[src/rtl/stump_mem_pkg.sv]
// Shared types for the Stump memory responder: FSM states, access op, data width.
package stump_mem_pkg;

    localparam int DATA_W = 16;

    typedef enum logic [1:0] {
        IDLE = 2'b00,
        WAIT = 2'b01,
        RESP = 2'b10
    } state_t;

    typedef enum logic {
        OP_READ  = 1'b0,
        OP_WRITE = 1'b1
    } op_t;

    // True when any address bit above the RAM index field is set
    function automatic logic addr_oob(input logic [15:0] a, input int aw);
        return (a >> aw) != 16'd0;
    endfunction

endpackage

[src/rtl/stump_mem_responder_if.sv]
// Stump core memory port: request/address/data from the core, ready/err/data back.
interface stump_mem_responder_if;
    import stump_mem_pkg::*;

    logic              mem_ren;
    logic              mem_wen;
    logic [15:0]       address;
    logic [DATA_W-1:0] data_in;
    logic [DATA_W-1:0] data_out;
    logic              mem_ready;
    logic              mem_err;

    modport master (
        output mem_ren, mem_wen, address, data_in,
        input  data_out, mem_ready, mem_err
    );

    modport slave (
        input  mem_ren, mem_wen, address, data_in,
        output data_out, mem_ready, mem_err
    );

endinterface

[src/rtl/stump_mem_array.sv]
// Single-port 2**ADDR_W x 16 RAM: synchronous write, registered read.
module stump_mem_array
    import stump_mem_pkg::*;
#(
    parameter int ADDR_W = 8
) (
    input  logic              clk,
    input  logic              i_we,
    input  logic              i_re,
    input  logic [ADDR_W-1:0] i_addr,
    input  logic [DATA_W-1:0] i_wdata,
    output logic [DATA_W-1:0] o_rdata
);

    logic [DATA_W-1:0] r_mem [2**ADDR_W];
    logic [DATA_W-1:0] r_q;

    always_ff @(posedge clk) begin
        if (i_we) r_mem[i_addr] <= i_wdata;
        if (i_re) r_q <= r_mem[i_addr];
    end

    assign o_rdata = r_q;

endmodule

[src/rtl/stump_mem_responder.sv]
// Stump memory-port responder with WAIT_CYCLES wait states in front of a local RAM.
// Optional STUMP_MEM_BOUNDS_EN flags and blocks accesses beyond the RAM depth.
module stump_mem_responder
    import stump_mem_pkg::*;
#(
    parameter int ADDR_W      = 8,
    parameter int WAIT_CYCLES = 2
) (
    input  logic                  clk,
    input  logic                  rst,
    stump_mem_responder_if.slave  bus
);

`ifdef STUMP_MEM_BOUNDS_EN
    localparam bit BOUNDS_EN = 1'b1;
`else
    localparam bit BOUNDS_EN = 1'b0;
`endif

    localparam logic [3:0] WLOAD =
        (WAIT_CYCLES == 0) ? 4'd0 : 4'(WAIT_CYCLES - 1);

    state_t            r_state;
    op_t               r_op;
    logic [3:0]        r_cnt;
    logic [15:0]       r_addr;
    logic [DATA_W-1:0] r_data;
    logic              r_ready;
    logic              r_err;
    logic              r_rd_zero;

    logic              w_idle;
    logic              w_req;
    logic [15:0]       w_addr;
    op_t               w_op;
    logic              w_oob;
    logic              w_go_resp;
    logic              w_re;
    logic              w_we;
    logic [DATA_W-1:0] w_q;

    // In IDLE the live bus is used so a zero-wait access can read immediately
    assign w_idle    = (r_state == IDLE);
    assign w_req     = bus.mem_ren | bus.mem_wen;
    assign w_addr    = w_idle ? bus.address : r_addr;
    assign w_op      = w_idle ? (bus.mem_wen ? OP_WRITE : OP_READ) : r_op;
    assign w_oob     = BOUNDS_EN && addr_oob(w_addr, ADDR_W);
    assign w_go_resp = (w_idle && w_req && (WAIT_CYCLES == 0))
                     || ((r_state == WAIT) && (r_cnt == 4'd0));
    assign w_re      = w_go_resp && (w_op == OP_READ) && !w_oob;
    assign w_we      = (r_state == RESP) && (r_op == OP_WRITE) && !w_oob;

    stump_mem_array #(
        .ADDR_W (ADDR_W)
    ) u_array (
        .clk     (clk),
        .i_we    (w_we),
        .i_re    (w_re),
        .i_addr  (w_addr[ADDR_W-1:0]),
        .i_wdata (r_data),
        .o_rdata (w_q)
    );

    always_ff @(posedge clk or posedge rst) begin
        if (rst) begin
            r_state   <= IDLE;
            r_op      <= OP_READ;
            r_cnt     <= 4'd0;
            r_addr    <= 16'd0;
            r_data    <= '0;
            r_ready   <= 1'b0;
            r_err     <= 1'b0;
            r_rd_zero <= 1'b1;
        end else begin
            r_ready <= 1'b0;
            r_err   <= 1'b0;
            unique case (r_state)
                IDLE: begin
                    if (w_req) begin
                        r_addr <= bus.address;
                        r_data <= bus.data_in;
                        r_op   <= w_op;
                        if (WAIT_CYCLES == 0) begin
                            r_state <= RESP;
                        end else begin
                            r_state <= WAIT;
                            r_cnt   <= WLOAD;
                        end
                    end
                end
                WAIT: begin
                    if (r_cnt == 4'd0) r_state <= RESP;
                    else               r_cnt   <= r_cnt - 4'd1;
                end
                RESP: r_state <= IDLE;
                default: r_state <= IDLE;
            endcase
            // Outputs are registered alongside the transition into RESP
            if (w_go_resp) begin
                r_ready <= 1'b1;
                r_err   <= w_oob;
                if (w_op == OP_READ) r_rd_zero <= w_oob;
            end
        end
    end

    assign bus.data_out  = r_rd_zero ? '0 : w_q;
    assign bus.mem_ready = r_ready;
    assign bus.mem_err   = r_err;

endmodule
[src/flat_wrapper.sv]
// flat-port wrapper written by rule: the top's interface ports become plain ports
module stump_mem_responder_flat import stump_mem_pkg::*;
#(
    parameter int ADDR_W      = 8,
    parameter int WAIT_CYCLES = 2
)
  (clk, rst, bus_mem_ren, bus_mem_wen, bus_address, bus_data_in, bus_data_out, bus_mem_ready, bus_mem_err);
  stump_mem_responder_if bus_i ();
  input  logic clk;
  input  logic rst;
  input wire logic [$bits(bus_i.mem_ren)-1:0] bus_mem_ren;
  input wire logic [$bits(bus_i.mem_wen)-1:0] bus_mem_wen;
  input wire logic [$bits(bus_i.address)-1:0] bus_address;
  input wire logic [$bits(bus_i.data_in)-1:0] bus_data_in;
  output wire logic [$bits(bus_i.data_out)-1:0] bus_data_out;
  output wire logic [$bits(bus_i.mem_ready)-1:0] bus_mem_ready;
  output wire logic [$bits(bus_i.mem_err)-1:0] bus_mem_err;
  assign bus_i.mem_ren = bus_mem_ren;
  assign bus_i.mem_wen = bus_mem_wen;
  assign bus_i.address = bus_address;
  assign bus_i.data_in = bus_data_in;
  assign bus_data_out = bus_i.data_out;
  assign bus_mem_ready = bus_i.mem_ready;
  assign bus_mem_err = bus_i.mem_err;
  stump_mem_responder #(.ADDR_W(ADDR_W), .WAIT_CYCLES(WAIT_CYCLES)) u_core (.clk(clk), .rst(rst), .bus(bus_i));
endmodule
[config.mk]
export PLATFORM = sky130hd
export DESIGN_NAME = stump_mem_responder_flat
export DESIGN_NICKNAME = d
export VERILOG_FILES = /design/src/rtl/stump_mem_pkg.sv /design/src/rtl/stump_mem_responder_if.sv /design/src/rtl/stump_mem_array.sv /design/src/rtl/stump_mem_responder.sv /design/src/flat_wrapper.sv
export SDC_FILE = /design/constraint.sdc
export NUM_CORES = 2
export LEC_CHECK = 0
export ABC_CLOCK_PERIOD_IN_PS = 8400
export BUFFER_PORTS_ARGS = -buffer_cell sky130_fd_sc_hd__buf_2
export CORE_UTILIZATION = 50
export CTS_CLUSTER_SIZE = 12
export DETAILED_ROUTE_END_ITERATION = 8
export MAX_ROUTING_LAYER = met4
export PLACE_DENSITY = 0.63
export SLEW_MARGIN = 40
export SYNTH_ARGS = -nofsm -noshare
export SYNTH_HDL_FRONTEND = slang
export SYNTH_SLANG_ARGS = --single-unit
[constraint.sdc]
create_clock -name clk -period 8.4 [get_ports clk]
set_input_delay 2.52 -clock clk [delete_from_list [all_inputs] [get_ports clk]]
set_output_delay 2.52 -clock clk [all_outputs]
set_load 0.1 [all_outputs]
== Yosys cells after proc, flatten, opt, wreduce, memory -nomap -nowiden ==
Memory sizes are Yosys's and may differ from the RTL's. A register that Yosys moved wholly into a read port is not among the register bits.
Cells that the tools add are included.
Operators by class
  bitwise gates (word level): 2
  $add $sub $neg: 1
  eq/ne operators: 5
  mux-type cells: 13
  reduce and logical (&&, ||, !) cells: 10
Operators by type and width (count)
  two-way mux 16 bit: 1
  two-way mux 4 bit: 2
  two-way mux 8 bit: 1
  one-hot mux 4 bit (2 select lines): 1
  inequality test 2 bit (second input constant): 3
  AND reduction 2 bit: 3
  two-way mux 1 bit: 5
  logical NOT 4 bit: 1
  two-way mux 2 bit: 2
  one-hot mux 2 bit (2 select lines): 1
  subtractor 4 x 1 -> 4 bit (second input constant): 1
  logical AND 1 bit: 3
  AND reduction 3 bit: 1
  == test 2 x 1 -> 1 bit (second input constant): 1
  == test 2 bit (second input constant): 1
  logical NOT 2 bit: 1
  nonzero test 2 bit: 1
  NOT 1 bit: 1
  bitwise OR 1 bit: 1
Storage, ports and cells
  input bits: 36
  logic and storage cells: 39
  register bits after elaboration: 33
  bits in writable memories: 4096
  memories: 1
Memory list
  u_core.u_array.r_mem: depth 256, width 16, read ports 1, clocked after Yosys merged registers in 1, write ports 1, RTL line stump_mem_array.sv:15  | logic [DATA_W-1:0] r_mem [2**ADDR_W];

== Logic depth before layout (Yosys ltp) ==
  depth after elaboration: 4
  depth in mapped cells: 12

== Hierarchy ==
A second synthesis with hierarchy kept.
Second synthesis, totals
  cell total of the unflattened synthesis: 6850
  area total of the unflattened synthesis: 157250.8 um^2
By module, submodules not included
  stump_mem_array: instances 1, area each 155559.2 um^2, cells each 6727, sequential area each 123478.4 um^2
  stump_mem_responder: instances 1, area each 1691.6 um^2, cells each 123, sequential area each 827.0 um^2

== Least setup slack after synthesis ==
OpenSTA, ideal clock, no wires.
  kind: input port to flip-flop
  from: input port bus_address[1]
  to: memory u_core.u_array.r_mem[113][0], enable pin
  library setup time: 0.388 ns
  data required time: 8.012 ns
  stages on the path: 8
  buffers on the path: 4
  setup slack: 3.039 ns
  data arrival time: 4.972 ns
  cells stage by stage: or4b_2 > o21ai_1 > buf_2 > buf_4 > buf_2 > nand3_1 > clkbuf_1 > nor2_1
Between the ends
  cells in the longest elaborated chain, start to end: 1
RTL lines
  start, declared: RTL line flat_wrapper.sv:13  | input wire logic [$bits(bus_i.address)-1:0] bus_address;
  two-way mux 8 bit: RTL line stump_mem_responder.sv:45  | assign w_addr = w_idle ? bus.address : r_addr;
  end, declared: RTL line stump_mem_array.sv:15
Every way passes these cells.

== Worst setup path after layout ==
  from: input port bus_address[3]
  to: register u_core.u_array.r_q[7], in the netlist u_core.u_array.o_rdata[7], read port of u_core.u_array.r_mem (data pin)
Between the ends
  cells in the longest elaborated chain, start to end: 1
RTL lines
  two-way mux 8 bit: RTL line stump_mem_responder.sv:45
  end, declared: RTL line stump_mem_array.sv:16  | logic [DATA_W-1:0] r_q;
Every way passes these cells.
A chain may end at the register's enable or synchronous reset.

==> results.ini <==
[drt]
drt-vias-per-instance=6.607
wl_per_cell_um=32.40
postRouteWirelength_um=432000
drt_pass1_iterations=9
postRouteAntennaNets=0
drtIter0Drc=12900
drc_errors=0
via_count=88090

[cts]
cts_root_buf=clkbuf_16
cts_resized=0
cts_buffer_depth=4
cts_buffers=411
cts_max_level=5
cts_tree=yes
cts_setup_buffers=0
cts.clk_slew.worst_paths_ns=0.06
cts_sinks=4145
clkLatencyLatePin_ns=0.96
ctsHoldBuffers=0

[worst_setup_path]
startpoint=bus_address[3]
r2r_start=u_core.r_state[1]$_DFFE_PP0P_
cp_data_required_time_ns=9.09
critPathLaunchType=input pin
path_max_fanout=44
worst_ep_arrival_time_ns=6.59
end_kind=register
criticalPathCategory=in -> reg

[grt]
antenna_found_initial=40
grt_pass1_wl_um=609700
globalRouteOverflowTotal=0
grt_pass1_vias=84140
track_usage_pct=28.22
grt_max_degree=195

[final_layout]
fin_area_sq_um=173800
fillers=22420
final_nets=9015
area_growth_pct=13.64
multi_input_area_sq_um=26950
final_layout_size_suffix_gt1_share_pct=14.20
ff_latch_area_sq_um=124400

[placement]
dpl.hpwl_um=244100
port_buffers=44
gp_congestion=0.8788
place_area_sq_um=161700

[timing]
slew_headroom_pct=30.32
fin_crit_sh_pct=70.22
min_period_ns=5.899
fin_tns_setup_ns=0
max_clock_freq_ghz=0.1695
fin_hold_ws_ns=0.5423
hold_violations=0
final_max_slew_viol_count=0
finClkSkew_ns=0.06940
rsz0062_at_grt=no
finalSetupViolCount=0
max_slew.worst_pin.slew_ns=1.034

[synth]
syn-cell-area_sq_um=152900
syn-instance-count=8614
synth_commonest_cells=edfxtp_1, a22oi_1, a21oi_1, buf_2, clkbuf_1
synth.ff_latch_count=4145
synth-seq-area-share_pct=81.28
yosys.area.top_type_share_pct=80.74
ys_warn_count=0
synth_edf_count=4112
synth_cell_types=43
yosys_most_used_dff=edfxtp_1
async_flop_share_pct=0.7961
yosysMostFrequentCell=edfxtp_1
postSynthAreaPerCell_sq_um=17.75
yosys-top-cells-area=edfxtp_1, a22oi_1, a21oi_1
syn_nets=8651
synth_area_leader_cell=edfxtp_1

[status]
status=completed

[floorplanning]
dieHeight_um=555.1
initial_core_util_pct=50.38
ios=54
die_area_sq_um=308100
fp.coreArea_sq_um=303500
rows=202
die_x_um=555.1

[flow_run]
max_cap_viol_count=0

[power]
power_mw=63.25
irDropWorstVdd_uv=369.5
cellPowerDensity_nw_per_um2=363.9
power_leakage_nw=52.48

[hold_path]
min_from=u_core.r_cnt[0]$_DFFE_PP0P_
min_path_type=reg -> reg

[worst paths after layout]
kind                                                        to  slack (ns)  cells past startpoint
hold reg to reg                    u_core.r_cnt[0]$_DFFE_PP0P_        0.54                      1
min in group asynchronous        u_core.r_data[13]$_DFFE_PP0P_        1.66                      3
setup / recovery           u_core.u_array.o_rdata[7]$_DFFE_PP_        2.50                      9
hold / removal                     u_core.r_cnt[0]$_DFFE_PP0P_        0.54                      1
setup reg to reg           u_core.u_array.o_rdata[7]$_DFFE_PP_        3.08                      9
max in group asynchronous         u_core.r_data[3]$_DFFE_PP0P_        6.39                      3
[flip-flops by register name, summed over array words and instances, names as in the netlist]
| register | flops |
|---|---|
| u_core.bus.mem_ready | 1 |
| u_core.r_addr | 8 |
| u_core.r_cnt | 4 |
| u_core.r_data | 16 |
| u_core.r_op | 1 |
| u_core.r_rd_zero | 1 |
| u_core.r_state | 2 |
| u_core.u_array.o_rdata | 16 |
| u_core.u_array.r_mem | 4096 |
[cells in the final DEF, fill, tap and decap left out, types with 6 or more instances in the layout]
cell	instances
inv_1	6
clkbuf_16	416
diode_2	34
edfxtp_1	4112
clkinv_1	64
dfrtp_4	16
buf_2	44
a21oi_1	1026
o41ai_1	172
a41oi_2	12
or4_1	17
buf_6	12
buf_16	7
o41ai_4	18
a41oi_1	52
inv_6	8
o41ai_2	66
clkinv_2	27
nand2_1	17
nand2b_1	10
dfrtp_1	16
buf_4	461
buf_12	70
a22oi_1	2022
mux2_2	24
nor2_4	26
a22oi_2	26
nor2b_1	17
clkbuf_1	115
nand3_1	7
nor2_1	236
nand3_2	12
clkinv_8	8
[stage by stage]
step,util (%),cells,setup WS (ns)
5_1_grt,57.25,13330,2.670
3_5_place_dp,53.27,12640,1.708
4_1_cts,57.16,13290,2.716
2_1_floorplan,-,8614,3.039
3_3_place_gp,52.83,12620,1.538
6_report,57.25,13330,2.501
[logic make-up after synthesis]
family	synth area share, %
AOI/OAI and AO/OA	15.43
xor gates and xnor gates	0.01146
adders and majority gates	0.008180
buffers and inverters	2.027
DFF	81.28
muxes	0.1767
other	0.002452
and+or+nand+nor	1.061
[cell type report]
type                       instances  area share [%]
sequential                      4145           71.56
multi-input combinational       3816           15.51
inverter                           6         0.01296
timing repair buffer             598           3.148
antenna                           34         0.04896
clock buffer                     535           6.270
tap                             4080           2.937
clock inverter                   119          0.5155
[metal layers]
layer  vias to the layer above  global-route usage, %  part of all wire, %
met5                         -                      -                    0
met4                         0                  11.03                  4.0
met3                       751                  4.651                  9.7
met2                      5084                  42.67                   47
met1                     45470                  38.58                   39
li1                      36790                      -                    -
[worst max-delay path, stage by stage]
cell and delay (ns):
buf_2 0.13, or3_1 0.20, o31a_4 0.75, buf_4 0.48
buf_4 0.23, a21oi_1 0.05, o41ai_1 0.93, a41oi_1 0.59
or4_1 0.63
[where the power goes]
group / internal, mW / leakage, nW / switching (mW)
combinational: 5.29 / 9.39 / 14.7
sequential: 26.0 / 37.4 / 0.625
clock: 9.17 / 5.73 / 7.42
No activity file was read; power rests on OpenSTA's default activity.
